===== src/rtl/uart_kbd_rx_if.sv =====
// Keyboard buffer handshake between the serial receiver and the PIA keyboard port.
interface uart_kbd_rx_if;
  logic [7:0] kbd_data;
  logic       kbd_valid;
  logic       kbd_ack;

  // Receiver side: presents the buffered key and takes the consume pulse.
  modport master (
    output kbd_data,
    output kbd_valid,
    input  kbd_ack
  );

  // PIA side: reads the buffered key and pulses ack once consumed.
  modport slave (
    input  kbd_data,
    input  kbd_valid,
    output kbd_ack
  );
endinterface


===== src/rtl/uart_kbd_rx.sv =====
// Apple-1 serial keyboard front-end: 8N1 receiver, key mapping, one-entry
// key buffer with valid/ack handshake and CTS flow control.
module uart_kbd_rx #(
  parameter int CLKS_PER_BIT = 217,
  parameter bit UPCASE       = 1'b1,
  parameter bit SET_B7       = 1'b1
) (
  input  logic           clk25,
  input  logic           rst,
  input  logic           uart_rx_i,
  uart_kbd_rx_if.master  kbd,
  output logic           uart_cts_o,
  output logic           frame_err_o,
  output logic           overrun_o
);

  localparam int HALF = CLKS_PER_BIT / 2;
  localparam int CW   = $clog2(CLKS_PER_BIT);
  localparam logic [CW-1:0] CNT_HALF_LAST = CW'(HALF - 1);
  localparam logic [CW-1:0] CNT_BIT_LAST  = CW'(CLKS_PER_BIT - 1);

  typedef enum logic [2:0] {
    IDLE,
    START,
    DATA,
    STOP,
    WAIT_HIGH
  } state_t;

  logic          rx_meta_q;
  logic          rx_s_q;
  state_t        state_q, state_d;
  logic [CW-1:0] cnt_q, cnt_d;
  logic [2:0]    idx_q, idx_d;
  logic [7:0]    shift_q, shift_d;
  logic          frame_err_q, frame_err_d;
  logic          deliver;
  logic [7:0]    key;
  logic [7:0]    data_q, data_d;
  logic          valid_q, valid_d;
  logic          overrun_q, overrun_d;

  // Two-flop synchronizer; resets to idle-high so no false start edge appears.
  always_ff @(posedge clk25 or posedge rst) begin
    if (rst) begin
      rx_meta_q <= 1'b1;
      rx_s_q    <= 1'b1;
    end else begin
      rx_meta_q <= uart_rx_i;
      rx_s_q    <= rx_meta_q;
    end
  end

  // Receiver state, counters, shift register and the registered frame error pulse.
  always_ff @(posedge clk25 or posedge rst) begin
    if (rst) begin
      state_q     <= IDLE;
      cnt_q       <= '0;
      idx_q       <= '0;
      shift_q     <= '0;
      frame_err_q <= 1'b0;
    end else begin
      state_q     <= state_d;
      cnt_q       <= cnt_d;
      idx_q       <= idx_d;
      shift_q     <= shift_d;
      frame_err_q <= frame_err_d;
    end
  end

  // Receiver next state: start is confirmed at mid-bit, data and stop sampled a full bit later.
  always_comb begin
    state_d     = state_q;
    cnt_d       = cnt_q;
    idx_d       = idx_q;
    shift_d     = shift_q;
    deliver     = 1'b0;
    frame_err_d = 1'b0;
    case (state_q)
      IDLE: begin
        cnt_d = '0;
        if (!rx_s_q) begin
          state_d = START;
        end
      end
      START: begin
        if (cnt_q == CNT_HALF_LAST) begin
          cnt_d = '0;
          idx_d = '0;
          state_d = rx_s_q ? IDLE : DATA;
        end else begin
          cnt_d = cnt_q + CW'(1);
        end
      end
      DATA: begin
        if (cnt_q == CNT_BIT_LAST) begin
          shift_d[idx_q] = rx_s_q;
          cnt_d = '0;
          idx_d = idx_q + 3'd1;
          if (idx_q == 3'd7) begin
            state_d = STOP;
          end
        end else begin
          cnt_d = cnt_q + CW'(1);
        end
      end
      STOP: begin
        if (cnt_q == CNT_BIT_LAST) begin
          cnt_d = '0;
          if (rx_s_q) begin
            deliver = 1'b1;
            state_d = IDLE;
          end else begin
            frame_err_d = 1'b1;
            state_d = WAIT_HIGH;
          end
        end else begin
          cnt_d = cnt_q + CW'(1);
        end
      end
      WAIT_HIGH: begin
        cnt_d = '0;
        if (rx_s_q) begin
          state_d = IDLE;
        end
      end
      default: begin
        state_d = IDLE;
        cnt_d = '0;
      end
    endcase
  end

  // Key mapping: optional upper-case folding and the Apple-1 high-bit convention.
  always_comb begin
    key = shift_q;
    if (UPCASE && (shift_q >= 8'h61) && (shift_q <= 8'h7A)) begin
      key[5] = 1'b0;
    end
    if (SET_B7) begin
      key[7] = 1'b1;
    end
  end

  // Buffer update: an ack arriving with a new key frees the slot for it, otherwise the key is dropped.
  always_comb begin
    data_d    = data_q;
    valid_d   = valid_q;
    overrun_d = overrun_q;
    if (deliver) begin
      if (!valid_q || kbd.kbd_ack) begin
        data_d  = key;
        valid_d = 1'b1;
        if (kbd.kbd_ack) begin
          overrun_d = 1'b0;
        end
      end else begin
        overrun_d = 1'b1;
      end
    end else if (kbd.kbd_ack && valid_q) begin
      valid_d   = 1'b0;
      overrun_d = 1'b0;
    end
  end

  // Buffer registers.
  always_ff @(posedge clk25 or posedge rst) begin
    if (rst) begin
      data_q    <= 8'h00;
      valid_q   <= 1'b0;
      overrun_q <= 1'b0;
    end else begin
      data_q    <= data_d;
      valid_q   <= valid_d;
      overrun_q <= overrun_d;
    end
  end

  assign kbd.kbd_data  = data_q;
  assign kbd.kbd_valid = valid_q;
  assign uart_cts_o    = valid_q;
  assign frame_err_o   = frame_err_q;
  assign overrun_o     = overrun_q;

endmodule


===== src/flat_wrapper.sv =====
// flat-port wrapper written by rule: the top's interface ports become plain ports
module uart_kbd_rx_flat 
#(
  parameter int CLKS_PER_BIT = 217,
  parameter bit UPCASE       = 1'b1,
  parameter bit SET_B7       = 1'b1
)
  (clk25, rst, uart_rx_i, uart_cts_o, frame_err_o, overrun_o, kbd_kbd_data, kbd_kbd_valid, kbd_kbd_ack);
  uart_kbd_rx_if kbd_i ();
  input  logic clk25;
  input  logic rst;
  input  logic uart_rx_i;
  output logic uart_cts_o;
  output logic frame_err_o;
  output logic overrun_o;
  output wire logic [$bits(kbd_i.kbd_data)-1:0] kbd_kbd_data;
  output wire logic [$bits(kbd_i.kbd_valid)-1:0] kbd_kbd_valid;
  input wire logic [$bits(kbd_i.kbd_ack)-1:0] kbd_kbd_ack;
  assign kbd_kbd_data = kbd_i.kbd_data;
  assign kbd_kbd_valid = kbd_i.kbd_valid;
  assign kbd_i.kbd_ack = kbd_kbd_ack;
  uart_kbd_rx #(.CLKS_PER_BIT(CLKS_PER_BIT), .UPCASE(UPCASE), .SET_B7(SET_B7)) u_core (.clk25(clk25), .rst(rst), .uart_rx_i(uart_rx_i), .kbd(kbd_i), .uart_cts_o(uart_cts_o), .frame_err_o(frame_err_o), .overrun_o(overrun_o));
endmodule

===== config.mk =====
export PLATFORM = sky130hd
export DESIGN_NAME = uart_kbd_rx_flat
export DESIGN_NICKNAME = d
export VERILOG_FILES = /design/src/rtl/uart_kbd_rx_if.sv /design/src/rtl/uart_kbd_rx.sv /design/src/flat_wrapper.sv
export SDC_FILE = /design/constraint.sdc
export NUM_CORES = 1
export LEC_CHECK = 0
export CAP_MARGIN = 20
export CORE_UTILIZATION = 60
export CTS_BUF_LIST = sky130_fd_sc_hd__clkbuf_8 sky130_fd_sc_hd__clkbuf_16
export DETAILED_ROUTE_END_ITERATION = 6
export PLACE_DENSITY = 0.83
export SLEW_MARGIN = 20
export SYNTH_ARGS = -nofsm -noshare
export SYNTH_HDL_FRONTEND = slang
export SYNTH_SLANG_ARGS = --single-unit

===== constraint.sdc =====
create_clock -name clk25 -period 3.4 [get_ports clk25]
set_input_delay 1.02 -clock clk25 [delete_from_list [all_inputs] [get_ports clk25]]
set_output_delay 1.02 -clock clk25 [all_outputs]
set_load 0.05 [all_outputs]

# ---- After elaboration in Yosys (flattened, before gate mapping)
# Cells that the tools add are included.
dict set report totals {
  register_bits 35
  input_bits 4
  output_inout_bits 12
  elab_cells 77
}
dict set report op_classes {
  n_addsub 2
  magnitude_cmp 4
  n_eq_ne 15
  mux 31
  reduce_logical 15
}
# op count
set ops {}
lappend ops {{$mux W3} 9}
lappend ops {{$mux W8} 2}
lappend ops {{$pmux W8 S2} 1}
lappend ops {{$pmux W3 S5} 1}
lappend ops {{$mux W1} 14}
lappend ops {{$ne A2 B1 Y1 const B} 5}
lappend ops {{$add A8 B1 Y8 const B} 1}
lappend ops {{$bwmux W8} 1}
lappend ops {{$eq A8 B7 Y1 const B} 1}
lappend ops {{$eq A8 B8 Y1 const B} 1}
lappend ops {{$ge A8 B7 Y1 const B} 1}
lappend ops {{$le A8 B7 Y1 const B} 1}
lappend ops {{$reduce_and A2 Y1} 4}
lappend ops {{$eq A3 B2 Y1 const B} 2}
lappend ops {{$eq A3 B3 Y1 const B} 2}
lappend ops {{$pmux W3 S2} 1}
lappend ops {{$reduce_and A6 Y1} 1}
lappend ops {{$lt A3 B4 Y1 const B} 1}
lappend ops {{$ne A2 B2 Y1 const B} 2}
lappend ops {{$reduce_bool A2 Y1} 2}
lappend ops {{$add A3 B1 Y3 const B} 1}
lappend ops {{$demux W1 S3} 1}
lappend ops {{$eq A3 B1 Y1 const B} 1}
lappend ops {{$ge A3 B1 Y1 const B} 1}
lappend ops {{8 further kinds} 10}

# ---- Logic depth before layout (Yosys ltp)
dict set report depth {
  word_depth 5
  mapped_depth 6
  ltp_nobuf 6
}

# ---- Least setup slack after synthesis
# OpenSTA, ideal clock, no wires.
dict set report synth_timing {
  kind {reg-to-output}
  startpoint {reg u_core.valid_q (netlist: u_core.kbd.kbd_valid)}
  endpoint {out uart_cts_o}
  arrival_time_ps 916
  required_ps 2380
  slack_ps 1464
  stages_incl_launch_ff 2
  n_path_buf 1
  path_cell_list {dfrtp_1 -> buf_4}
}
# element line_no
set synth_rtl {}
lappend synth_rtl {{start: declaration} uart_kbd_rx.sv:40} ;# logic valid_q, valid_d;
lappend synth_rtl {{start signal: assignment} uart_kbd_rx.sv:174} ;# valid_q <= valid_d;
lappend synth_rtl {{end: declaration} flat_wrapper.sv:13} ;# output logic uart_cts_o;
# No word-level cell between the ends.

# ---- Worst setup path after layout
dict set report layout_timing {
  startpoint {reg u_core.valid_q (netlist: u_core.kbd.kbd_valid)}
  endpoint {out uart_cts_o}
}
# No word-level cell between the ends.

==> reports/qor_table.md <==
| Parameter | This run |
|---|---|
| Outcome | complete, no violations |
| Crit-path max FO | 4 |
| IO Port Bufs | 15 |
| Congestion Overflow GR | 0 |
| Critical-path cell list | clkdlybuf4s50_1 |
| Number of antenna diodes | 0 |
| Leading post-synthesis cells by cell area | dfrtp_1, mux2_2, nand3_1 |
| Share of the cycle needed by the critical path after routing | 73.7% |
| Die height | 55.1 µm |
| R2r startpoint | u_core.cnt_q[0] |
| Number of buffers on the longest clock path | 2 |
| Final max-slew violation count | 0 |
| Post-layout minimum cycle time | 2.51 ns |
| Antenna violations before repair | 0 |
| Share of async-settable or async-resettable flops after synthesis | 100% |
| Number of global-route vias before repair | 1,074 |
| Area leader, netlist | dfrtp_1 |
| Initial detailed-routing violation count | 12 |
| Category of the most critical setup path | flip-flop to output port |
| # setup viols final | 0 |
| Total Power | 0.730 mW |
| Count of vias placed by the detailed router | 1,109 |
| Number of enable flip-flop cells after synthesis | 0 |
| HPWL reported at the end of detailed placement | 2030 µm |
| Pin count of the biggest net entering global routing | 36 |
| Clock latency of the later-clocked register in the worst-skew pair | 0.28 ns |
| Critical path arrival | 1.49 ns |
| Buffer and inverter count on the worst path | 1 |
| GPL Wtd Cong | 0.875 |
| Net count after synthesis | 152 |
| Initial standard-cell utilization of the core | 65.8% |
| GR Util All Layers | 23.8% |
| Clock-pin transition on the worst setup and hold timing paths | 0.06 ns |
| Data required time of the worst path | 2.38 ns |
| Unrepaired setup endpoints after global routing | false |
| Top Family by Delay on Critical Path | buffers and inverters |
| Startpoint of the tightest hold check path | u_core.rx_meta_q |
| Overall routed net length | 2920 µm |
| Average wire per cell in the routed design | 15.2 µm |
| Clock root cell | clkbuf_8 |
| Crit-path slowest cell | clkdlybuf4s50_1 |
| Total of flip-flops plus latches after synthesis | 35 |
| Detailed-route vias per instance | 5.78 |
| Most common cell after layout, fill and taps aside | dfrtp_1 |
| Sort of element at the end of the critical path | output port |
| Clock tree from TritonCTS | yes |
| Kind of path behind the tightest hold check | flip-flop to flip-flop |
| Power Density | 377 nW/µm² |
| Achievable Freq | 0.399 GHz |
| Primary FF master, synth | dfrtp_1 |
| DRC violations left | 0 |
| Minimum setup slack in the final design | 0.894 ns |
| Ports placed on the boundary | 16 |
| Core area | 2570 µm² |
| Leakage power total | 0.878 nW |
| Iteration count of the initial detailed-routing pass | 4 |
| Fraction of final layout cells sized beyond drive strength 1 | 20.4% |
| Number of resized instances in the post-cts repair step | 0 |
| Leading cell types in the layout, fill and taps excluded | dfrtp_1, mux2_2, nor2_1 |
| Dpl ws | 1.04 ns |
| Worst slew pin tran | 0.503 ns |
| Wire length of the first global-routing pass | 4690 µm |
| Average size of a mapped cell | 11.7 µm² |
| Clock buffer count from CTS | 5 |
| Hold buffer count at CTS | 0 |
| IR Drop Worst-Case VDD | 394 µV |
| Post-route clock skew | 0.00236 ns |
| Cell Area, Synth | 1690 µm² |
| Number of standard-cell rows in the floorplan | 18 |
| Full die area | 3030 µm² |
| Critical path launch point | u_core.kbd.kbd_valid |
| Routed Antenna Nets | 0 |
| Count of final hold-check violations | 0 |
| YS warnings | 0 |
| Max incr delay on CP | 0.82 ns |
| Max Cap Violations | 0 |
| Final nets | 170 |
| Max-slew headroom at the worst pin | 66.4% |
| Aggregate negative setup slack | 0 ns |
| Setup crit start kind | flip-flop |
| Number of buffers added for setup after CTS | 0 |
| Area delta synth->final | 14.7% |
| Number of different library cells in the post-synthesis netlist | 40 |
| Area fraction of the dominant cell type after synthesis | 48.9% |
| Total clock sinks | 35 |
| Number of instances in the synthesized netlist | 144 |
| Width of the die | 55.1 µm |
| Sequential cell area fraction in the yosys report | 52.0% |
| Deepest level of the CTS H-tree | 2 |
==> report_power, final <==
| group | total [mW] | internal [mW] | switching [mW] |
|---|---|---|---|
| logic | 0.0126 | 0.00419 | 0.00843 |
| registers | 0.422 | 0.419 | 0.00319 |
| clock network | 0.296 | 0.159 | 0.137 |
| total | 0.730 | 0.582 | 0.149 |
==> per-layer routing <==
metal | GRT usage [%] | wire length (µm) | up-vias | part of all wire (%)
met2 | 38.0 | 1420 | 15 | 49
met4 | 14.2 | 77 | 0 | 2.6
met3 | 8.47 | 82 | 8 | 2.8
met5 | 0 | 0 | - | 0
met1 | 27.4 | 1340 | 545 | 46
li1 | - | - | 541 | -
==> path summary, 6_finish.rpt <==
path / slack [ns] / to / depth (start not counted)
max in group asynchronous: 1.91 / u_core.rx_s_q / 3
min: 0.36 / u_core.rx_s_q / 0
max: 0.89 / uart_cts_o / 1
min in group asynchronous: 1.16 / u_core.kbd.kbd_data[3] / 3
max reg2reg: 1.55 / u_core.shift_q[1] / 6
min reg2reg: 0.36 / u_core.rx_s_q / 0
==> metrics by stage <==
| step | hold WS (ns) | util (%) | cell area (µm²) | std cells |
|---|---|---|---|---|
| detailed placement | 0.348 | 72.1 | 1850 | 185 |
| global placement | 0.348 | 72.1 | 1850 | 185 |
| global route | 0.368 | 75.5 | 1940 | 192 |
| CTS | 0.362 | 75.5 | 1940 | 192 |
| finish | 0.358 | 75.5 | 1940 | 192 |
| floorplan | 0.345 | - | 1690 | 144 |
==> synthesized netlist by cell type (2+ instances only) <==
master and number:
dfrtp_1 33, xor2_1 2, nand3_1 12, nor3_1 3, inv_1 8, xnor2_1 4
nand4_1 2, mux2_2 16, nor3_4 2, nor2b_1 3, nor2_1 16, ha_1 4
dfstp_2 2, o21ai_0 2, o22ai_1 2, a21oi_1 3, a22o_1 2, nor4_1 2
nand2_1 5
==> cells by family (layout without fill, tap and decap cells) <==
group,after synthesis,in the layout,share of synthesized area (%)
mux,16,16,10.7
xor+xnor,6,6,3.11
fa+ha+maj,4,4,2.96
buf+inv,13,31,3.77
flops,35,35,52.0
simple gates,54,54,20.7
compound gates,16,16,6.88
==> layout make-up <==
class | instances | area (µm²)
Inverter | 8 | 30.0
Fill cell | 177 | 628
Timing Repair Buffer | 16 | 158
Sequential cell | 35 | 878
Multi-Input combinational cell | 96 | 748
Clock inverter | 1 | 5.00
Clock buffer | 6 | 82.6
Tap cell | 30 | 37.5
==> flip-flops by register name (all words and copies together), names as in the netlist <==
signal and count:
u_core.state_q 3, u_core.kbd.kbd_data 8, u_core.cnt_q 8, u_core.overrun_o 1
u_core.rx_s_q 1, u_core.shift_q 8, u_core.frame_err_o 1, u_core.kbd.kbd_valid 1
u_core.idx_q 3, u_core.rx_meta_q 1
Power figures use the tool's default switching activity.
